`src/rtl/apb_gpio_pkg.sv`:
```
// Shared types and constants for the APB requester that drives the GPIO slave.
package apb_gpio_pkg;

  typedef enum logic [1:0] {
    IDLE   = 2'd0,
    SETUP  = 2'd1,
    ACCESS = 2'd2
  } apb_state_e;

  // Register map of the GPIO APB slave.
  localparam logic [31:0] GPIO_DIR = 32'd1;
  localparam logic [31:0] GPIO_IN  = 32'd2;
  localparam logic [31:0] GPIO_OUT = 32'd3;

  localparam int unsigned RSP_DATA_W = 32;

  typedef struct packed {
    logic [RSP_DATA_W-1:0] rdata;
    logic                  err;
    logic                  timeout;
  } apb_rsp_t;

  // Wait-counter width; a zero TIMEOUT still needs a 1-bit counter.
  function automatic int unsigned cnt_width(input int unsigned timeout);
    return (timeout == 0) ? 1 : $clog2(timeout + 1);
  endfunction

endpackage

```
`src/rtl/apb_wait_timer.sv`:
```
// Counts ACCESS cycles spent with PREADY low and flags the edge that would reach TIMEOUT.
module apb_wait_timer
  import apb_gpio_pkg::*;
#(
  parameter int unsigned TIMEOUT = 16
) (
  input  logic clk_i,
  input  logic rst_i,
  input  logic clr_i,
  input  logic en_i,
  output logic expired_o
);

  localparam int unsigned CNT_W = cnt_width(TIMEOUT);

  logic [CNT_W-1:0] cnt_q, cnt_d;

  always_comb begin
    cnt_d = cnt_q;
    if (clr_i) begin
      cnt_d = '0;
    end else if (en_i) begin
      cnt_d = cnt_q + 1'b1;
    end
  end

  always_ff @(posedge clk_i) begin
    if (rst_i) begin
      cnt_q <= '0;
    end else begin
      cnt_q <= cnt_d;
    end
  end

  // High on the enabled edge whose increment would make the count equal TIMEOUT.
  generate
    if (TIMEOUT == 0) begin : g_no_timeout
      assign expired_o = 1'b0;
    end else begin : g_timeout
      assign expired_o = en_i && (cnt_q == CNT_W'(TIMEOUT - 1));
    end
  endgenerate

endmodule

```
`src/rtl/apb_gpio_master.sv`:
```
// APB4 requester: turns each valid/ready command into one SETUP->ACCESS transfer
// and returns a single-cycle response with read data, error and timeout flags.
module apb_gpio_master
  import apb_gpio_pkg::*;
#(
  parameter int unsigned ADDR_W  = 32,
  parameter int unsigned DATA_W  = 32,
  parameter int unsigned TIMEOUT = 16
) (
  input  logic                PCLK,
  input  logic                PRESET,
  // Command port: a command transfers on a PCLK edge where cmd_valid and
  // cmd_ready are both high; cmd_ready is high only in IDLE outside reset.
  input  logic                cmd_valid,
  output logic                cmd_ready,
  input  logic                cmd_write,
  input  logic [ADDR_W-1:0]   cmd_addr,
  input  logic [DATA_W-1:0]   cmd_wdata,
  input  logic [DATA_W/8-1:0] cmd_strb,
  output logic                rsp_valid,
  output logic [DATA_W-1:0]   rsp_rdata,
  output logic                rsp_err,
  output logic                rsp_timeout,
  output logic                PSELx,
  output logic                PENABLE,
  output logic                PWRITE,
  output logic [ADDR_W-1:0]   PADDR,
  output logic [DATA_W-1:0]   PWDATA,
  output logic [DATA_W/8-1:0] PSTRB,
  input  logic [DATA_W-1:0]   PRDATA,
  input  logic                PREADY,
  input  logic                PSLVERR,
  output apb_state_e          dbg_state
);

  apb_state_e            state_q;
  logic                  psel_q, penable_q, pwrite_q;
  logic [ADDR_W-1:0]     paddr_q;
  logic [DATA_W-1:0]     pwdata_q;
  logic [DATA_W/8-1:0]   pstrb_q;
  logic                  rsp_valid_q, rsp_err_q, rsp_timeout_q;
  logic [DATA_W-1:0]     rsp_rdata_q;
  logic                  accept, wait_cycle, timer_expired;

  assign cmd_ready  = (state_q == IDLE) && !PRESET;
  assign accept     = cmd_valid && cmd_ready;
  assign wait_cycle = (state_q == ACCESS) && !PREADY;

  apb_wait_timer #(.TIMEOUT(TIMEOUT)) u_wait_timer (
    .clk_i     (PCLK),
    .rst_i     (PRESET),
    .clr_i     (accept),
    .en_i      (wait_cycle),
    .expired_o (timer_expired)
  );

  always_ff @(posedge PCLK) begin
    if (PRESET) begin
      state_q       <= IDLE;
      psel_q        <= 1'b0;
      penable_q     <= 1'b0;
      pwrite_q      <= 1'b0;
      paddr_q       <= '0;
      pwdata_q      <= '0;
      pstrb_q       <= '0;
      rsp_valid_q   <= 1'b0;
      rsp_rdata_q   <= '0;
      rsp_err_q     <= 1'b0;
      rsp_timeout_q <= 1'b0;
    end else begin
      rsp_valid_q <= 1'b0;
      case (state_q)
        IDLE: begin
          if (accept) begin
            psel_q   <= 1'b1;
            pwrite_q <= cmd_write;
            paddr_q  <= cmd_addr;
            // Reads carry no strobes and leave PWDATA untouched.
            if (cmd_write) begin
              pwdata_q <= cmd_wdata;
              pstrb_q  <= cmd_strb;
            end else begin
              pstrb_q  <= '0;
            end
            state_q <= SETUP;
          end
        end
        SETUP: begin
          penable_q <= 1'b1;
          state_q   <= ACCESS;
        end
        ACCESS: begin
          // A ready slave on the final wait edge takes priority over the abort.
          if (PREADY) begin
            psel_q        <= 1'b0;
            penable_q     <= 1'b0;
            rsp_valid_q   <= 1'b1;
            rsp_rdata_q   <= pwrite_q ? '0 : PRDATA;
            rsp_err_q     <= PSLVERR;
            rsp_timeout_q <= 1'b0;
            state_q       <= IDLE;
          end else if (timer_expired) begin
            psel_q        <= 1'b0;
            penable_q     <= 1'b0;
            rsp_valid_q   <= 1'b1;
            rsp_rdata_q   <= '0;
            rsp_err_q     <= 1'b1;
            rsp_timeout_q <= 1'b1;
            state_q       <= IDLE;
          end
        end
        default: state_q <= IDLE;
      endcase
    end
  end

  assign PSELx       = psel_q;
  assign PENABLE     = penable_q;
  assign PWRITE      = pwrite_q;
  assign PADDR       = paddr_q;
  assign PWDATA      = pwdata_q;
  assign PSTRB       = pstrb_q;
  assign rsp_valid   = rsp_valid_q;
  assign rsp_rdata   = rsp_rdata_q;
  assign rsp_err     = rsp_err_q;
  assign rsp_timeout = rsp_timeout_q;
  assign dbg_state   = state_q;

endmodule

```
`config.mk`:
```
export PLATFORM = sky130hd
export DESIGN_NAME = apb_gpio_master
export DESIGN_NICKNAME = d
export VERILOG_FILES = /design/src/rtl/apb_gpio_pkg.sv /design/src/rtl/apb_wait_timer.sv /design/src/rtl/apb_gpio_master.sv
export SDC_FILE = /design/constraint.sdc
export NUM_CORES = 1
export LEC_CHECK = 0
export ABC_AREA = 1
export CORE_MARGIN = 2
export CORE_UTILIZATION = 35
export DETAILED_ROUTE_END_ITERATION = 8
export PLACE_DENSITY = 0.75
export REMOVE_ABC_BUFFERS = 1
export SLEW_MARGIN = 10
export SYNTH_ARGS = -nofsm -noshare
export SYNTH_HDL_FRONTEND = slang
export SYNTH_HIERARCHICAL = 1
export SYNTH_SLANG_ARGS = --single-unit
```
`constraint.sdc`:
```
create_clock -name PCLK -period 1.55 [get_ports PCLK]
set_input_delay 0.31 -clock PCLK [delete_from_list [all_inputs] [get_ports PCLK]]
set_output_delay 0.31 -clock PCLK [all_outputs]
set_load 0.005 [all_outputs]
```
# Word level (Yosys, flattened, before mapping)
# Index checks and enable logic that the tools add are counted.
dict set report word_totals {
  ramBits 0
  n_memories 0
  output_inout_bits 109
  register_bits 113
  mem_bits_ro 0
  word_cells 55
  latchBits 0
}
dict set report classes {
  n_mul 0
  n_reduce_logical 18
  n_div 0
  shifts 0
  n_addsub 1
  mux 18
  bitwise 1
  n_eq_ne 5
  magnitude_cmp 0
}
# cell count
set op_table {}
lappend op_table {{32-bit two-way mux} 3}
lappend op_table {{1-bit two-way mux} 8}
lappend op_table {{2-bit AND reduction} 4}
lappend op_table {{2-bit two-way mux} 3}
lappend op_table {{2-bit case mux with 3 select lines} 1}
lappend op_table {{3-bit AND reduction} 2}
lappend op_table {{2-bit nonzero test} 3}
lappend op_table {{5-bit by 1-bit adder with 5-bit output, second input constant} 1}
lappend op_table {{5-bit by 4-bit equality test with 1-bit output, second input constant} 1}
lappend op_table {{1-bit logical AND} 4}
lappend op_table {{4-bit two-way mux} 1}
lappend op_table {{1-bit case mux with 2 select lines} 2}
lappend op_table {{2-bit OR reduction} 2}
lappend op_table {{3-bit inequality test, second input constant} 1}
lappend op_table {{2-bit by 1-bit equality test with 1-bit output, second input constant} 1}
lappend op_table {{2-bit equality test, second input constant} 1}
lappend op_table {{1-bit logical NOT} 2}
lappend op_table {{2-bit logical NOT} 1}
lappend op_table {{2-bit inequality test, second input constant} 1}
lappend op_table {{1-bit NOT} 1}

# Longest topological paths before layout
# Gate-level depths: netlist of run 1.
dict set report logic_depth {
  ltp_word 6
  mapped_depth 12
  depth_no_buf 10
}

# Cells and area by module
# The synthesis of run 1 kept the hierarchy.
# module instances cells_per_inst area_per_inst_um2 seq_area_each_um2
set modules_own_cells {}
lappend modules_own_cells {apb_gpio_master 1 547 4256.6 2162.1}
lappend modules_own_cells {apb_wait_timer 1 32 262.8 100.1}

# Least setup slack after synthesis of run 1
# Ideal clock, no wire load.
dict set report synth_timing {
  path_type {register to register}
  from {reg u_wait_timer.cnt_q[0]}
  to {reg rsp_rdata_q[10] (netlist: rsp_rdata[10])}
  required_ps 1483
  path_slack_ps -130
  stages_incl_launch_ff 10
  synth_period_minus_slack_ps 1680
  arrival_time_ps 1613
  n_path_buf 1
  cell_sequence {dfxtp_1 > ha_1 > and3_1 > ha_1 > nand2_1 > inv_1 > o21ai_2 > buf_2 > nand3_1 > o21ai_2}
}
dict set report synth_via {
  elab_chain_len 4
}
# item line
set synth_rtl {}
lappend synth_rtl {{start, declared} apb_wait_timer.sv:16} ;# logic [CNT_W-1:0] cnt_q, cnt_d;
lappend synth_rtl {{start signal, assigned} apb_wait_timer.sv:31} ;# cnt_q <= cnt_d;
lappend synth_rtl {{5-bit by 4-bit equality test with 1-bit output} apb_wait_timer.sv:40} ;# assign expired_o = en_i && (cnt_q == CNT_W'(TIMEOUT - 1));
lappend synth_rtl {{1-bit logical AND} apb_wait_timer.sv:40}
lappend synth_rtl {{via timer_expired} apb_gpio_master.sv:43} ;# logic accept, wait_cycle, timer_expired;
lappend synth_rtl {{2-bit nonzero test (no source line)} --}
lappend synth_rtl {{2-bit AND reduction (no source line)} --}
lappend synth_rtl {{end signal, assigned} apb_gpio_master.sv:98} ;# rsp_rdata_q <= pwrite_q ? '0 : PRDATA;
lappend synth_rtl {{end, declared} apb_gpio_master.sv:42} ;# logic [DATA_W-1:0] rsp_rdata_q;
# The timed path passes the listed nets, and every way through them passes these cells.
# A chain may end at the register's enable or synchronous reset.

# Final worst setup path of run 1
dict set report layout_timing {
  from {reg u_wait_timer.cnt_q[1]}
  to {reg rsp_rdata_q[22] (netlist: rsp_rdata[22])}
}
# Same word-level chain as after synthesis.

==> run_results.csv, run 1 <==
group,metric,value,unit
run_status,run_status,"finished, violations left",
run_status,violations,"setup timing",
layout,drive_gt1_frac,0.1928,
sta,holdWs,0.4525,ns
layout,fin_area,7751,µm²
yosys,ys.flop_type,"dfxtp_1",
yosys,yosys_warnings,6,
grt,antenna_found_initial,0,
sta,fin_crit,1.797,ns
route,drc_errors,0,
route,drtPass1Iterations,5,
worst_setup_path,r2r_slack,-0.25,ns
yosys,yosysUniqueCellTypes,26,
sta,hold_viol_final,0,
layout,n_antenna_cell,0,
layout,final_nets,925,
yosys,synthCells,579,
sta,max_clock_freq,556.5,MHz
worst_setup_path,critPathMaxStageDelay,0.33,ns
clock_tree,cts_tree,"yes",
sta,relSlewSlack,0.7142,
layout,final_util,0.6142,
clock_tree,cts_buffers,17,
die,ioPinCount,215,
layout,multi_input_area,1942,µm²
worst_setup_path,critPathBufInv,5,
route,wire_per_inst,13.01,µm
power_and_ir_drop,ir_worst_vdd,694.6,µV
min_path,holdPathStages,3,
worst_setup_path,slowest_stage,"dfxtp_2",
die,row_count,41,
placed_design,dp_hpwl,8563,µm
sta,fin_skew,0.006939,ns
sta,worst_slack,-0.2470,ns
route,dr.first_iter.drc_count,246,
die,start_util,0.3581,
sta,setup_viol,38,
clock_tree,cts_max_level,4,
yosys,synth_edf_count,0,
layout,syn2layout_area_growth,71.51,%
die,core_area,12620,µm²
yosys,synth_seq_area_share,0.5006,
yosys,synthArstFlopShare,0,
clock_tree,clkSinkCount,113,
worst_setup_path,critPathCaptureType,"flop",
route,wirelength,13040,µm
grt,first_global_vias,4282,
die,die_w,117.6,µm
worst_setup_path,path_class,"reg2reg",
yosys,avgSynthCellArea,7.805,µm²
worst_setup_path,r2r_start,"u_wait_timer/cnt_q[1]",
die,die_y,117.6,µm
die,die_area,13840,µm²
worst_setup_path,cp.arrival,2.13,ns
route,vias_per_cell,4.465,
grt,grt_overflow,0,
clock_tree,hold_buffers,0,
grt,gr-usage-all-layers,0.1929,
sta,slew_viol_final,0,
clock_tree,clockBufferDepth,2,
worst_setup_path,r2r_end,"rsp_rdata[22]",
yosys,netlist_area,4519,µm²
min_path,min_to,"PADDR[13]",
worst_setup_path,critical_path.cell_chain,"ha_4 -> and3_4 -> ha_4 -> nand2_2 -> inv_2 -> buf_6 -> o21ai_4 -> buf_6 -> buf_12 -> buf_12 -> nand3_4 -> o21ai_2",
sta,finalCritPeriodShare,1.159,
worst_setup_path,cp_top_family,"buffers and inverters",
clock_tree,path_clk_slew,0.05,ns
power_and_ir_drop,leakage,3.747,nW
min_path,min_from,"cmd_addr[13]",
min_path,hold_class,"in2reg",
worst_setup_path,cp.required,1.89,ns
layout,final-seq-area,2273,µm²
placed_design,dpl_cell_area,6980,µm²
route,ant_nets,0,
yosys,ys_ff_latch,113,
route,via_count,4474,
worst_setup_path,cp_max_fo,5,
grt,grt_max_degree,65,
worst_setup_path,startpoint_type,"flop",
sta,rsz0062_at_grt,"true",
job,maxCapViolCount,0,
grt,grt_pass1_wl,21250,µm
clock_tree,cts_root_buf,"clkbuf_16",
sta,tightest_slew,0.4286,ns
layout,num-fill-cells,1175,
placed_design,gp_congestion,0.7249,
power_and_ir_drop,power_density,1056,nW/µm²
clock_tree,clk_latency,0.41,ns
worst_setup_path,worst-r2r-cell-count,12,
placed_design,io_buffer_count,214,
cells by family (layout without fill, tap and decap cells):
family / count (synthesis) / in the layout / synth area share
buffers and inverters: 82 / 333 / 0.09219
flip-flops: 113 / 113 / 0.5006
adder cells (fa/ha/maj): 2 / 2 / 0.005536
AO/OA/AOI/OAI: 80 / 80 / 0.1135
AND/OR/NAND/NOR: 302 / 302 / 0.2882
timing repair:
| item | in CTS | in global routing |
|---|---|---|
| buffers inserted | 3 | 1 |
| gates cloned | 4 | 0 |
| resized for setup | 135 | 8 |
| setup endpoints to repair | 145 | 38 |
| pin swaps | 0 | 3 |
how the worst max path moves through the flow:
stage,startpoint,to,slack (ns),cells past startpoint
floorplan,PRESET,PWDATA[0],-0.77,4
global placement,PRESET,PWDATA[25],-0.22,8
detailed placement,PRESET,PWDATA[27],-0.27,8
CTS,u_wait_timer/cnt_q[0],rsp_rdata[20],-0.23,12
global route,u_wait_timer/cnt_q[1],rsp_rdata[8],-0.32,12
finish,u_wait_timer/cnt_q[1],rsp_rdata[22],-0.25,12
flip-flops by register name, indices dropped and copies added (netlist names):
| register | count |
|---|---|
| PADDR | 32 |
| PENABLE | 1 |
| PSELx | 1 |
| PSTRB | 4 |
| PWDATA | 32 |
| PWRITE | 1 |
| dbg_state | 2 |
| rsp_err | 1 |
| rsp_rdata | 32 |
| rsp_timeout | 1 |
| rsp_valid | 1 |
| u_wait_timer/cnt_q | 5 |
synthesized netlist by cell type (4+ instances only):
library cell / count / area (µm²)
clkbuf_1: 4 / 15.01
buf_6: 9 / 101.4
nand3_1: 36 / 180.2
buf_2: 15 / 75.07
nand2_1: 161 / 604.3
nor2_1: 72 / 270.3
o21ai_2: 30 / 262.8
buf_4: 5 / 37.54
nand2_2: 21 / 131.4
inv_1: 41 / 153.9
o21ai_0: 4 / 20.02
o21ai_1: 4 / 20.02
dfxtp_1: 113 / 2262
a21oi_1: 42 / 210.2
per-stage QoR:
step	setup WS, ns	std cells	total power, mW	TNS (ns)
floorplan	-0.7725	543	3.445	-52.66
global placement	-0.2211	962	4.087	-18.10
detailed placement	-0.2734	962	4.097	-22.57
CTS	-0.2307	1001	8.292	-6.434
global route	-0.3220	1002	8.550	-10.15
finish	-0.2470	1002	8.187	-7.027
worst register-to-register path: cells and delay by family (launching register included):
kind,cells,cell delay (ns)
fa+ha+maj,2,0.31
buf+inv,5,0.52
flops,1,0.33
compound gates,2,0.26
simple gates,3,0.31
layout make-up:
type	instances	share of cell area
clock buffers	22	0.06247
well taps	172	0.02776
inverters	46	0.02276
clock inverters	10	0.02002
flip-flops and latches	113	0.2933
multi-input cells	384	0.2505
repair buffers	255	0.3232
cell usage in the layout (no fill, tap or decap), types with 5 or more instances in the layout:
cell type,n
clkinv_2,5
dlygate4sd2_1,106
nand3_1,30
nand3_2,5
buf_4,27
nor2_1,72
nand2_1,159
buf_12,8
a21oi_1,41
inv_1,40
dfxtp_1,106
clkdlybuf4s50_1,107
nand2_2,22
clkbuf_16,17
dfxtp_2,6
o21ai_2,30
layer usage:
layer	vias up	GRT usage	share of wire
li1	2287	-	-
met1	1978	0.2319	0.43
met3	20	0.07364	0.079
met4	0	0.08961	0.021
met2	189	0.3045	0.47
met5	-	0	0
report_power, final:
part / internal, mW / switching (mW) / total (mW)
Clock: 2.85 / 1.34 / 4.19
Sequential: 3.02 / 0.0509 / 3.07
Combinational: 0.522 / 0.406 / 0.928
Total: 6.39 / 1.80 / 8.19
Note: power is estimated with default switching activity, not from simulation.
==> run 2, diff against run 1 <==
Settings changed: CORE_MARGIN 2 to unset, MAX_ROUTING_LAYER set to met4.
==> run_results.csv, run 2 (synthesized netlist as in run 1, its figures left out) <==
group,metric,value,unit
grt,grt_max_degree,41,
power_and_ir_drop,power_density,1082,nW/µm²
power_and_ir_drop,comb_power_share,0.110,
die,die_w,115.6,µm
worst_setup_path,cp_max_fo,7,
power_and_ir_drop,p_clk_frac,0.527,
die,row_count,41,
route,drtPass1Iterations,4,
sta,max_clock_freq,611.5,MHz
layout,final_util,0.6188,
power_and_ir_drop,ir_worst_vdd,902.8,µV
die,core_area,12620,µm²
layout,drive_gt1_frac,0.2087,
job,maxCapViolCount,0,
placed_design,dp_cells,962,
placed_design,dpl_cell_area,6955,µm²
die,start_util,0.3581,
clock_tree,path_clk_slew,0.05,ns
sta,worst_slack,-0.08523,ns
route,via_count,4424,
power_and_ir_drop,leakage,3.771,nW
power_and_ir_drop,p_sw,1.797,mW
layout,layout.cells.non_filler,1001,
power_and_ir_drop,finalPower,8.450,mW
sta,relSlewSlack,0.7094,
min_path,hold_class,"in2reg",
clock_tree,hold_buffers,0,
run_status,run_status,"finished, violations left",
worst_setup_path,startpoint_type,"flop",
layout,final_cell_mix,"nand2_1, dfxtp_1, dlygate4sd2_1, clkdlybuf4s50_1, nor2_1",
power_and_ir_drop,switching_share,0.2127,
sta,hold_viol_final,0,
layout,final_nets,925,
layout,num-fill-cells,1139,
die,die_y,115.6,µm
clock_tree,cts_max_level,4,
sta,slew_viol_final,0,
clock_tree,clockBufferDepth,2,
placed_design,io_buffer_count,214,
run_status,violations,"setup timing",
clock_tree,clk_latency,0.41,ns
sta,tightest_slew,0.4359,ns
grt,first_global_vias,4210,
route,wirelength,12560,µm
route,ant_nets,0,
placed_design,dp_slack,-0.3292,ns
worst_setup_path,cp.required,1.89,ns
clock_tree,cts_buffers,17,
die,ioPinCount,215,
layout,syn2layout_area_growth,72.79,%
power_and_ir_drop,p_int,6.653,mW
grt,antenna_found_initial,0,
clock_tree,clkSinkCount,113,
layout,n_antenna_cell,0,
worst_setup_path,path_class,"reg2reg",
route,dr.first_iter.drc_count,223,
placed_design,gp_congestion,0.7141,
sta,finalCritPeriodShare,1.055,
grt,grt_pass1_wl,19890,µm
clock_tree,cts_tree,"yes",
sta,fin_skew,0.005773,ns
route,vias_per_cell,4.420,
route,wire_per_inst,12.54,µm
layout,fin_area,7809,µm²
grt,grt_overflow,0,
sta,setup_viol,34,
layout,layout.cells.most_common,"nand2_1",
die,die_area,13370,µm²
route,drc_errors,0,
sta,fin_crit,1.635,ns
worst_setup_path,critPathCaptureType,"flop",
clock_tree,cts_root_buf,"clkbuf_16",
sta,rsz0062_at_grt,"true",
worst_setup_path,cp.arrival,1.97,ns
placed_design,dp_hpwl,8252,µm
grt,gr-usage-all-layers,0.1987,
power_and_ir_drop,p_seq_frac,0.364,
-- run 2: cell types whose count changed in the layout (fill, tap and decap cells not counted), moves of 2 or more --
cell / delta
nand3_1: -13
buf_16: -3
buf_12: -2
dlymetal6s2s_1: +2
nand3_2: +12
buf_6: +3
clkdlybuf4s50_1: -2
bufinv_16: +2
-- run 2: timing repair --
action	in CTS	in global routing
gates cloned	2	1
setup buffers	9	0
gates resized for setup	146	24
pin swaps	4	1
setup endpoints to repair	145	40
-- run 2: through the flow --
step | setup TNS (ns) | hold WS [ns]
after floorplan | -52.66 | 0.3791
after global placement | -19.10 | 0.4500
after detailed placement | -20.20 | 0.4552
after CTS | -4.275 | 0.4295
after global routing | -5.396 | 0.4484
final | -1.777 | 0.4520
-- run 2: per-layer routing --
metal / GRT usage / share of wire
met5: - / 0
met4: 0.07692 / 0.012
met3: 0.07008 / 0.095
met2: 0.3158 / 0.47
met1: 0.2295 / 0.42
-- run 2: final cells by class --
cell class	count	area, µm²	area share
multi-input cells	384	2034	0.2605
clock inverters	11	207.7	0.02660
clock buffers	20	466.7	0.05977
inverters	46	176.4	0.02259
repair buffers	255	2436	0.3120
well taps	172	215.2	0.02756
flip-flops and latches	113	2272	0.2910
-- run 2: worst max-delay path: stages, from the launching register on --
cell	delay, ns
dfxtp_2	0.33
ha_4	0.15
and3_4	0.18
ha_4	0.15
nand2_2	0.06
inv_2	0.04
buf_6	0.10
o21ai_4	0.16
buf_6	0.14
buf_12	0.13
nand3_1	0.06
o21ai_0	0.06
-- run 2: power groups by stage --
stage / clock, mW / combinational (mW) / sequential, mW
finish: 4.45 / 0.927 / 3.07
global route: 4.67 / 1.03 / 3.08
CTS: 4.54 / 0.935 / 3.07
detailed placement: 0 / 0.959 / 3.13
global placement: 0 / 0.953 / 3.13
floorplan: 0 / 0.301 / 3.14
-- run 2: final timing paths --
| path | start | endpoint | slack [ns] | depth (start not counted) |
|---|---|---|---|---|
| setup reg to reg | u_wait_timer/cnt_q[1] | rsp_timeout | -0.09 | 11 |
| hold / removal | cmd_addr[4] | PADDR[4] | 0.45 | 3 |
| hold reg to reg | PSTRB[2] | PSTRB[2] | 0.46 | 2 |
| setup / recovery | u_wait_timer/cnt_q[1] | rsp_timeout | -0.09 | 11 |
==> run 3, diff against run 2 <==
Settings changed: PLACE_DENSITY 0.75 to 0.73.
==> run_results.csv, run 3 (synthesized netlist as in run 1, its figures left out) <==
group,metric,value,unit
die,die_y,115.6,µm
layout,final_util,0.6474,
die,ioPinCount,215,
sta,finalCritPeriodShare,1.085,
sta,fin_crit,1.682,ns
clock_tree,clockBufferDepth,2,
power_and_ir_drop,power_density,973.5,nW/µm²
clock_tree,path_clk_slew,0.05,ns
placed_design,dp_hpwl,8827,µm
power_and_ir_drop,finalPower,7.954,mW
grt,gr-usage-all-layers,0.2212,
placed_design,dpl_cell_area,6938,µm²
route,dr.first_iter.drc_count,248,
route,drc_errors,0,
route,via_count,4645,
layout,drive_gt1_frac,0.2401,
clock_tree,cts_tree,"yes",
grt,grt_max_degree,42,
layout,final_cell_mix,"nand2_1, clkdlybuf4s50_1, dfxtp_1, dlygate4sd2_1, nor2_1",
die,row_count,41,
layout,layout.cells.non_filler,1009,
die,start_util,0.3581,
worst_setup_path,cp_max_fo,8,
power_and_ir_drop,ir_worst_vdd,841.8,µV
die,die_area,13370,µm²
worst_setup_path,cp.required,1.89,ns
layout,syn2layout_area_growth,80.79,%
power_and_ir_drop,leakage,4.003,nW
clock_tree,cts_buffers,17,
worst_setup_path,critPathCaptureType,"flop",
min_path,hold_class,"in2reg",
run_status,run_status,"finished, violations left",
sta,finalSetupTns,-3.537,ns
layout,n_antenna_cell,0,
worst_setup_path,cp.arrival,2.02,ns
sta,rsz0062_at_grt,"true",
grt,grt_pass1_wl,22050,µm
layout,fin_area,8170,µm²
placed_design,gp_congestion,0.7530,
worst_setup_path,startpoint_type,"flop",
clock_tree,clkSinkCount,113,
route,wirelength,14040,µm
layout,layout.cells.most_common,"nand2_1",
sta,relSlewSlack,0.6827,
sta,setup_viol,36,
sta,slew_viol_final,0,
layout,final_nets,934,
die,die_w,115.6,µm
clock_tree,cts_root_buf,"clkbuf_16",
sta,max_clock_freq,594.6,MHz
job,maxCapViolCount,0,
grt,first_global_vias,4602,
route,wire_per_inst,13.92,µm
run_status,violations,"setup timing",
grt,grt_overflow,0,
clock_tree,clk_latency,0.41,ns
sta,worst_slack,-0.1318,ns
grt,antenna_found_initial,0,
sta,tightest_slew,0.4759,ns
die,core_area,12620,µm²
sta,hold_viol_final,0,
worst_setup_path,path_class,"reg2reg",
clock_tree,hold_buffers,0,
route,ant_nets,0,
sta,fin_skew,0.008945,ns
placed_design,io_buffer_count,214,
placed_design,dp_cells,958,
clock_tree,cts_max_level,4,
route,vias_per_cell,4.604,
route,drtPass1Iterations,4,
-- run 3: cell count changes in the layout (fill, tap and decap cells not counted), sizes merged --
| cell | before | now |
|---|---|---|
| clkbuf | 21 | 26 |
| clkinv | 5 | 2 |
| buf | 41 | 51 |
| bufinv | 6 | 2 |
| clkdlybuf4s50 | 105 | 104 |
| dlygate4sd2 | 106 | 99 |
| dlymetal6s2s | 2 | 10 |
-- run 3: area by class of cell --
cell class                 instances  area (µm²)
inverter                          46       178.9
tap                              172       215.2
multi-input combinational        384        2130
clock inverter                     4       72.57
fill                            1046        4449
clock buffer                      26       519.2
sequential                       113        2277
timing repair buffer             264        2778
-- run 3: worst max-delay path: stages (launching register included) --
cell     delay [ns]
dfxtp_2        0.35
ha_4           0.15
and3_4         0.18
ha_4           0.14
nand2_4        0.05
inv_4          0.08
nor2_4         0.04
nor2_4         0.12
nand2_4        0.08
buf_12         0.16
buf_16         0.15
o21ai_2        0.11
-- run 3: metrics by stage --
step	hold WS, ns	setup slack, ns
final	0.4473	-0.1318
after global placement	0.4501	-0.2556
after global routing	0.4583	-0.2054
after floorplan	0.3791	-0.7725
after CTS	0.4376	-0.1455
after detailed placement	0.4550	-0.2980
-- run 3: worst paths after layout --
| path | startpoint | to | slack [ns] | cells past startpoint |
|---|---|---|---|---|
| worst max-delay path | u_wait_timer/cnt_q[0] | rsp_rdata[18] | -0.13 | 11 |
| worst min-delay path | PRESET | PADDR[20] | 0.45 | 3 |
| worst max register to register | u_wait_timer/cnt_q[0] | rsp_rdata[18] | -0.13 | 11 |
| worst min register to register | PSELx | PSELx | 0.45 | 2 |
-- run 3: what timing repair did --
item                       4_1_cts  5_1_grt
setup endpoints to repair      137       54
pin swaps                        6        8
setup buffers                   10        2
cloned                          11        0
resized for setup              177       31
-- run 3: where the power goes --
part | switching (mW) | internal [mW]
combinational | 0.443 | 0.560
sequential | 0.0586 | 3.02
clock | 1.27 | 2.60
-- run 3: per-layer routing --
metal	global-route usage	part of all wire
met1	0.2462	0.40
met2	0.3593	0.48
met3	0.06590	0.090
met4	0.1137	0.025
met5	-	0
==> edit 1: new RTL, config.mk and constraints of run 2 <==
Make the reset (`PRESET` and `rst_i`) asynchronous in 2 clocked blocks.
--- a/src/rtl/apb_wait_timer.sv
+++ b/src/rtl/apb_wait_timer.sv
@@ -25,5 +25,5 @@
   end
 
-  always_ff @(posedge clk_i) begin
+  always_ff @(posedge clk_i or posedge rst_i) begin
     if (rst_i) begin
       cnt_q <= '0;
--- a/src/rtl/apb_gpio_master.sv
+++ b/src/rtl/apb_gpio_master.sv
@@ -55,5 +55,5 @@
   );
 
-  always_ff @(posedge PCLK) begin
+  always_ff @(posedge PCLK or posedge PRESET) begin
     if (PRESET) begin
       state_q       <= IDLE;
Formal check against the unedited RTL: differs if PRESET is asserted again (counterexample within 4 cycles, from zero or initial values and one cycle with PRESET high); with PRESET held inactive, the same outputs for 4 cycles.
==> edit 1 against run 2 <==
The flow still finishes with violations (setup timing). Cell count is 7.7% lower. Via count is 2.8% lower. Setup slack worse by 0.10 ns. Synthesized area is 2.0% lower. Final area is 1.2% higher. Routed wire length is 14% higher. First-iteration DRC count is 31% higher. Sequential cell count stayed put. Largest cell class is now flip-flops and latches.
Power is not compared: it rests on default switching activity, and its combinational part moved more than twofold at a synthesized area within 25%.
==> edit 1: results (changes against run 2) <==
- Status: finished with violations (unchanged)
- Failing checks: setup timing (unchanged)
- Wirelength per Cell: 15.4 um (was 12.5 um)
- Post-synthesis async set-or-reset flop share: 1.00 (was 0)
- Worst Clk Skew: 0.00849 ns (was 0.00577 ns)
- Placed insts: 871 (was 962)
- Top-area cell type share of the netlist area: 0.639 (was 0.501)
- Drt initial violations: 292 (was 223)
- First-pass GRT wire length: 21.3 mm (was 19.9 mm)
- Critical path fanouts, max: 6 (was 7)
- Ranking of synthesized cells by area: dfrtp_1, nand2_1, o21ai_0 (was dfxtp_1, nand2_1, nor2_1)
- Post-DP HPWL: 8.88 mm (was 8.25 mm)
- Register area share after synthesis: 0.639 (was 0.501)
- Most instantiated cells after synthesis: nand2_1, dfrtp_1, o21ai_0 (was nand2_1, dfxtp_1, nor2_1)
- Reg-to-Reg Start: u_wait_timer/cnt_q[1]$_DFFE_PP0P_ (was u_wait_timer/cnt_q[1]$_SDFFE_PP0P_)
- Layout cells sized above 1: 0.185 (was 0.209)
- Placed cell area: 6860 um^2 (was 6960 um^2)
- Worst R2R End: rsp_rdata[28]$_DFFE_PP0P_ (was rsp_timeout$_SDFFE_PP0P_)
- Data arrival, critical path: 2.06 ns (was 1.97 ns)
- Gp weighted congestion: 0.781 (was 0.714)
- Vias: 4300 (was 4424)
- Setup-failing EPs final: 37 (was 34)
- Synth cell types: 20 (was 26)
- Tot GR Track Use: 0.221 (was 0.199)
- Final Non-Filler Cells: 924 (was 1001)
- Largest net degree at the start of global routing: 61 (was 41)
- Measured slew at the worst slew-check pin: 0.528 ns (was 0.436 ns)
- Number of global-route vias before repair: 4382 (was 4210)
- Final worst slack: -0.189 ns (was -0.0852 ns)
- Final #Nets: 851 (was 925)
- Fillers: 984 (was 1139)
edit 1: cell count changes in the layout (fill, tap and decap cells not counted), sizes merged, moves of 34 or more:
| cell | change |
|---|---|
| a21oi | -39 |
| nand3 | -34 |
| nor2 | -69 |
| dfxtp | -113 |
| dfrtp | +113 |
| nand2 | +103 |
edit 1: cells by family after synthesis:
kind of cell	synth area share
buffers and inverters	0.0421
AO/OA/AOI/OAI	0.0480
adder cells (fa/ha/maj)	0.00565
flip-flops	0.639
AND/OR/NAND/NOR	0.265
edit 1: per-layer routing:
layer	GRT usage	vias to the layer above	routed length, um
met5	-	-	0
met4	0.0866	0	353
met3	0.0593	28	894
met2	0.385	192	7550
met1	0.240	2059	5470
li1	-	2021	-
edit 1: timing repair:
action	4_1_cts	5_1_grt
pin swaps	1	4
gates cloned	5	3
buffers inserted	13	0
gates resized for setup	162	66
endpoints found under the hold margin	0	0
setup endpoints to repair	146	50
edit 1: through the flow:
stage	hold WS [ns]	total power, mW	setup TNS [ns]	setup slack, ns	util
3_5_place_dp	0.465	7.14	-12.13	-0.334	0.564
3_3_place_gp	0.457	7.04	-5.82	-0.255	0.564
2_1_floorplan	0.0885	4.99	-466.47	-3.44	-
5_1_grt	0.287	11.6	-6.74	-0.232	0.650
4_1_cts	0.272	10.8	-2.68	-0.106	0.626
6_report	0.288	11.0	-4.85	-0.189	0.650
edit 1: critical path: stages, from the launching register on:
cell and delay, ns:
dfrtp_1 0.38, ha_2 0.20, nand2_2 0.07, nor2_2 0.05, ha_2 0.17, nand2_2 0.06, inv_2 0.05, o21ai_4 0.21
buf_8 0.17, clkbuf_16 0.16, nand2_2 0.04, o21ai_1 0.10
edit 1: how the worst max path moves through the flow:
stage / from / to / slack [ns] / depth (start not counted)
global placement: PRESET / cmd_ready / -0.26 / 3
finish: u_wait_timer/cnt_q[1]$_DFFE_PP0P_ / rsp_rdata[28]$_DFFE_PP0P_ / -0.19 / 11
global route: u_wait_timer/cnt_q[1]$_DFFE_PP0P_ / rsp_rdata[28]$_DFFE_PP0P_ / -0.23 / 11
CTS: u_wait_timer/cnt_q[0]$_DFFE_PP0P_ / rsp_rdata[11]$_DFFE_PP0P_ / -0.11 / 11
floorplan: PRESET / PADDR[0]$_DFFE_PP0P_ / -3.44 / 5
detailed placement: PRESET / cmd_ready / -0.33 / 3
edit 1: where the power goes:
| part | internal, mW | switching (mW) | total, mW |
|---|---|---|---|
| registers | 3.70 | 0.476 | 4.18 |
| logic | 1.64 | 1.32 | 2.96 |
| clock network | 2.52 | 1.33 | 3.85 |
edit 1: final cells by class:
class	instances	area share
Multi-Input combinational cell	345	0.212
Tap cell	168	0.0266
Sequential cell	113	0.358
Inverter	14	0.00697
Clock buffer	22	0.0613
Timing Repair Buffer	252	0.321
Clock inverter	10	0.0136
==> edit 2: new RTL, flow settings as in run 2 <==
Made on the original files. `TIMEOUT` is set to 16 in 2 places; all go to 18.
--- a/src/rtl/apb_wait_timer.sv
+++ b/src/rtl/apb_wait_timer.sv
@@ -3,5 +3,5 @@
   import apb_gpio_pkg::*;
 #(
-  parameter int unsigned TIMEOUT = 16
+  parameter int unsigned TIMEOUT = 18
 ) (
   input  logic clk_i,
--- a/src/rtl/apb_gpio_master.sv
+++ b/src/rtl/apb_gpio_master.sv
@@ -6,5 +6,5 @@
   parameter int unsigned ADDR_W  = 32,
   parameter int unsigned DATA_W  = 32,
-  parameter int unsigned TIMEOUT = 16
+  parameter int unsigned TIMEOUT = 18
 ) (
   input  logic                PCLK,
Behaviour: no difference found for any inputs over 4 cycles, from zero or initial values and one cycle with PRESET high; that may be too few to reach the edited logic, so the function may still have changed.
==> edit 2 against run 2 <==
Routed wire length is 3.1% higher. Setup slack better by 0.11 ns. Global-route usage is 0.35 points lower. Final area is 2.8% lower. Sequential cell count stayed put. Power is 7.8% lower. Sequential power hardly changed. Synthesized area is 0.47% lower. Critical endpoint is now rsp_rdata[8]$_SDFFE_PP0P_. Highest routed layer unchanged.
==> edit 2: results (changes against run 2) <==
- Gp weighted congestion: 0.773 (was 0.714)
- Critical path fanouts, max: 9 (was 7)
- Wirelength per Cell: 13.0 um (was 12.5 um)
- Min-delay worst type: in2reg (unchanged)
- Vias per cell: 4.45 (was 4.42)
- Most instantiated cells after synthesis: nand2_1, dfxtp_1, nor2_1 (unchanged)
- Min Hold Slack: 0.448 ns (was 0.452 ns)
- Ranking of synthesized cells by area: dfxtp_1, nand2_1, nor2_1 (unchanged)
- Tot GR Track Use: 0.195 (was 0.199)
- Latest clock arrival within the worst-skew pair: 0.41 ns (about the same)
- CTS Buffer Depth: 2 (unchanged)
- Hold path start: cmd_addr[24] (was cmd_addr[4])
- Placed insts: 961 (was 962)
- Vias: 4441 (was 4424)
- Synth cell types: 24 (was 26)
- Number of global-route vias before repair: 4108 (was 4210)
- First-pass GRT wire length: 19.2 mm (was 19.9 mm)
- Setup-failing EPs final: 0 (was 34)
- Register area share after synthesis: 0.503 (was 0.501)
- Maximum VDD drop: 0.000825 V (was 0.000903 V)
- Measured slew at the worst slew-check pin: 0.333 ns (was 0.436 ns)
- Pre-CTS setup slack: -0.321 ns (was -0.329 ns)
- Data arrival, critical path: 1.87 ns (was 1.97 ns)
- Layout cells sized above 1: 0.175 (was 0.209)
- Syn avg cell area: 7.76 um^2 (was 7.81 um^2)
- Reg2Reg Setup Slack: 0.03 ns (was -0.09 ns)
- Drt initial violations: 300 (was 223)
- Fillers: 1170 (was 1139)
- Post-synthesis async set-or-reset flop share: 0 (unchanged)
- Largest net degree at the start of global routing: 66 (was 41)
- Worst path top cell family by delay: simple AND/OR/NAND/NOR gates (was buffers and inverters)
- Reg-to-Reg Start: dbg_state[1]$_SDFFE_PP0P_ (was u_wait_timer/cnt_q[1]$_SDFFE_PP0P_)
- Top-count cell post-synth: nand2_1 (unchanged)
- Worst Clk Skew: 0.00880 ns (was 0.00577 ns)
- Final #Nets: 922 (was 925)
- Clock-pin transition on the worst setup and hold timing paths: 0.05 ns (about the same)
- WHS Endpoint: PADDR[24]$_SDFFE_PP0P_ (was PADDR[4]$_SDFFE_PP0P_)
- Worst R2R End: rsp_rdata[8]$_SDFFE_PP0P_ (was rsp_timeout$_SDFFE_PP0P_)
- Post-DP HPWL: 8.71 mm (was 8.25 mm)
- Status: finished, final reports clean (was finished with violations)
- Leak: 3.69 nW (was 3.77 nW)
edit 2: worst reg2reg max path, cell delays in order, from the launching register on:
cell	delay, ns
dfxtp_2	0.33
inv_2	0.05
nor2_4	0.08
inv_2	0.05
nor2_4	0.09
nand2_2	0.08
nor3_4	0.15
nor2_2	0.07
nor2_2	0.12
nand2_4	0.13
clkbuf_16	0.20
o21ai_2	0.11
edit 2: power breakdown:
| group | switching (mW) | internal, mW | total (mW) |
|---|---|---|---|
| clock network | 1.31 | 2.48 | 3.80 |
| registers | 0.0506 | 3.02 | 3.07 |
| logic | 0.406 | 0.515 | 0.921 |
edit 2: cell type report:
class	instances	area share
multi-input combinational	387	0.253
tap	172	0.0283
timing repair buffer	250	0.321
inverter	45	0.0227
clock buffer	23	0.0630
clock inverter	9	0.0140
sequential	113	0.299
edit 2: layer usage:
| layer | up-vias | share of wire | global-route usage |
|---|---|---|---|
| li1 | 2279 | - | - |
| met1 | 1963 | 0.42 | 0.218 |
| met2 | 185 | 0.47 | 0.306 |
| met3 | 14 | 0.099 | 0.0901 |
| met4 | 0 | 0.013 | 0.0667 |
| met5 | - | 0 | - |
edit 2: how the worst max path moves through the flow:
stage                                    startpoint                          to  slack [ns]  cells past startpoint
after detailed placement                     PREADY  rsp_rdata[31]$_SDFFE_PP0P_       -0.32                      9
after floorplan                              PRESET      PWDATA[0]$_SDFFE_PP0P_       -0.77                      4
after global placement                       PRESET                   cmd_ready       -0.29                      3
after global routing      dbg_state[1]$_SDFFE_PP0P_  rsp_rdata[30]$_SDFFE_PP0P_       -0.09                     11
after CTS                   PWDATA[30]$_SDFFE_PP0P_                  PWDATA[30]      0.0008                      1
final                     dbg_state[1]$_SDFFE_PP0P_   rsp_rdata[8]$_SDFFE_PP0P_        0.03                     11
edit 2: timing repair:
action,CTS,global route
pin swaps,0,1
gates resized for setup,113,24
setup buffers,0,2
endpoints found under the setup margin,139,43
cloned,0,4
edit 2: through the flow:
step / TNS (ns) / power, mW / utilization / cell area [um^2]
2_1_floorplan: -53.00 / 3.44 / - / 4270
3_3_place_gp: -20.26 / 4.09 / 0.553 / 6950
3_5_place_dp: -22.72 / 4.10 / 0.553 / 6950
4_1_cts: 0 / 7.86 / 0.590 / 7410
5_1_grt: -2.48 / 8.12 / 0.604 / 7590
6_report: 0 / 7.79 / 0.604 / 7590
edit 2: cell families after synthesis:
group / Yosys count / synth area share
simple gates: 305 / 0.288
flops: 113 / 0.503
compound gates: 80 / 0.114
buf+inv: 80 / 0.0893
fa+ha+maj: 2 / 0.00556
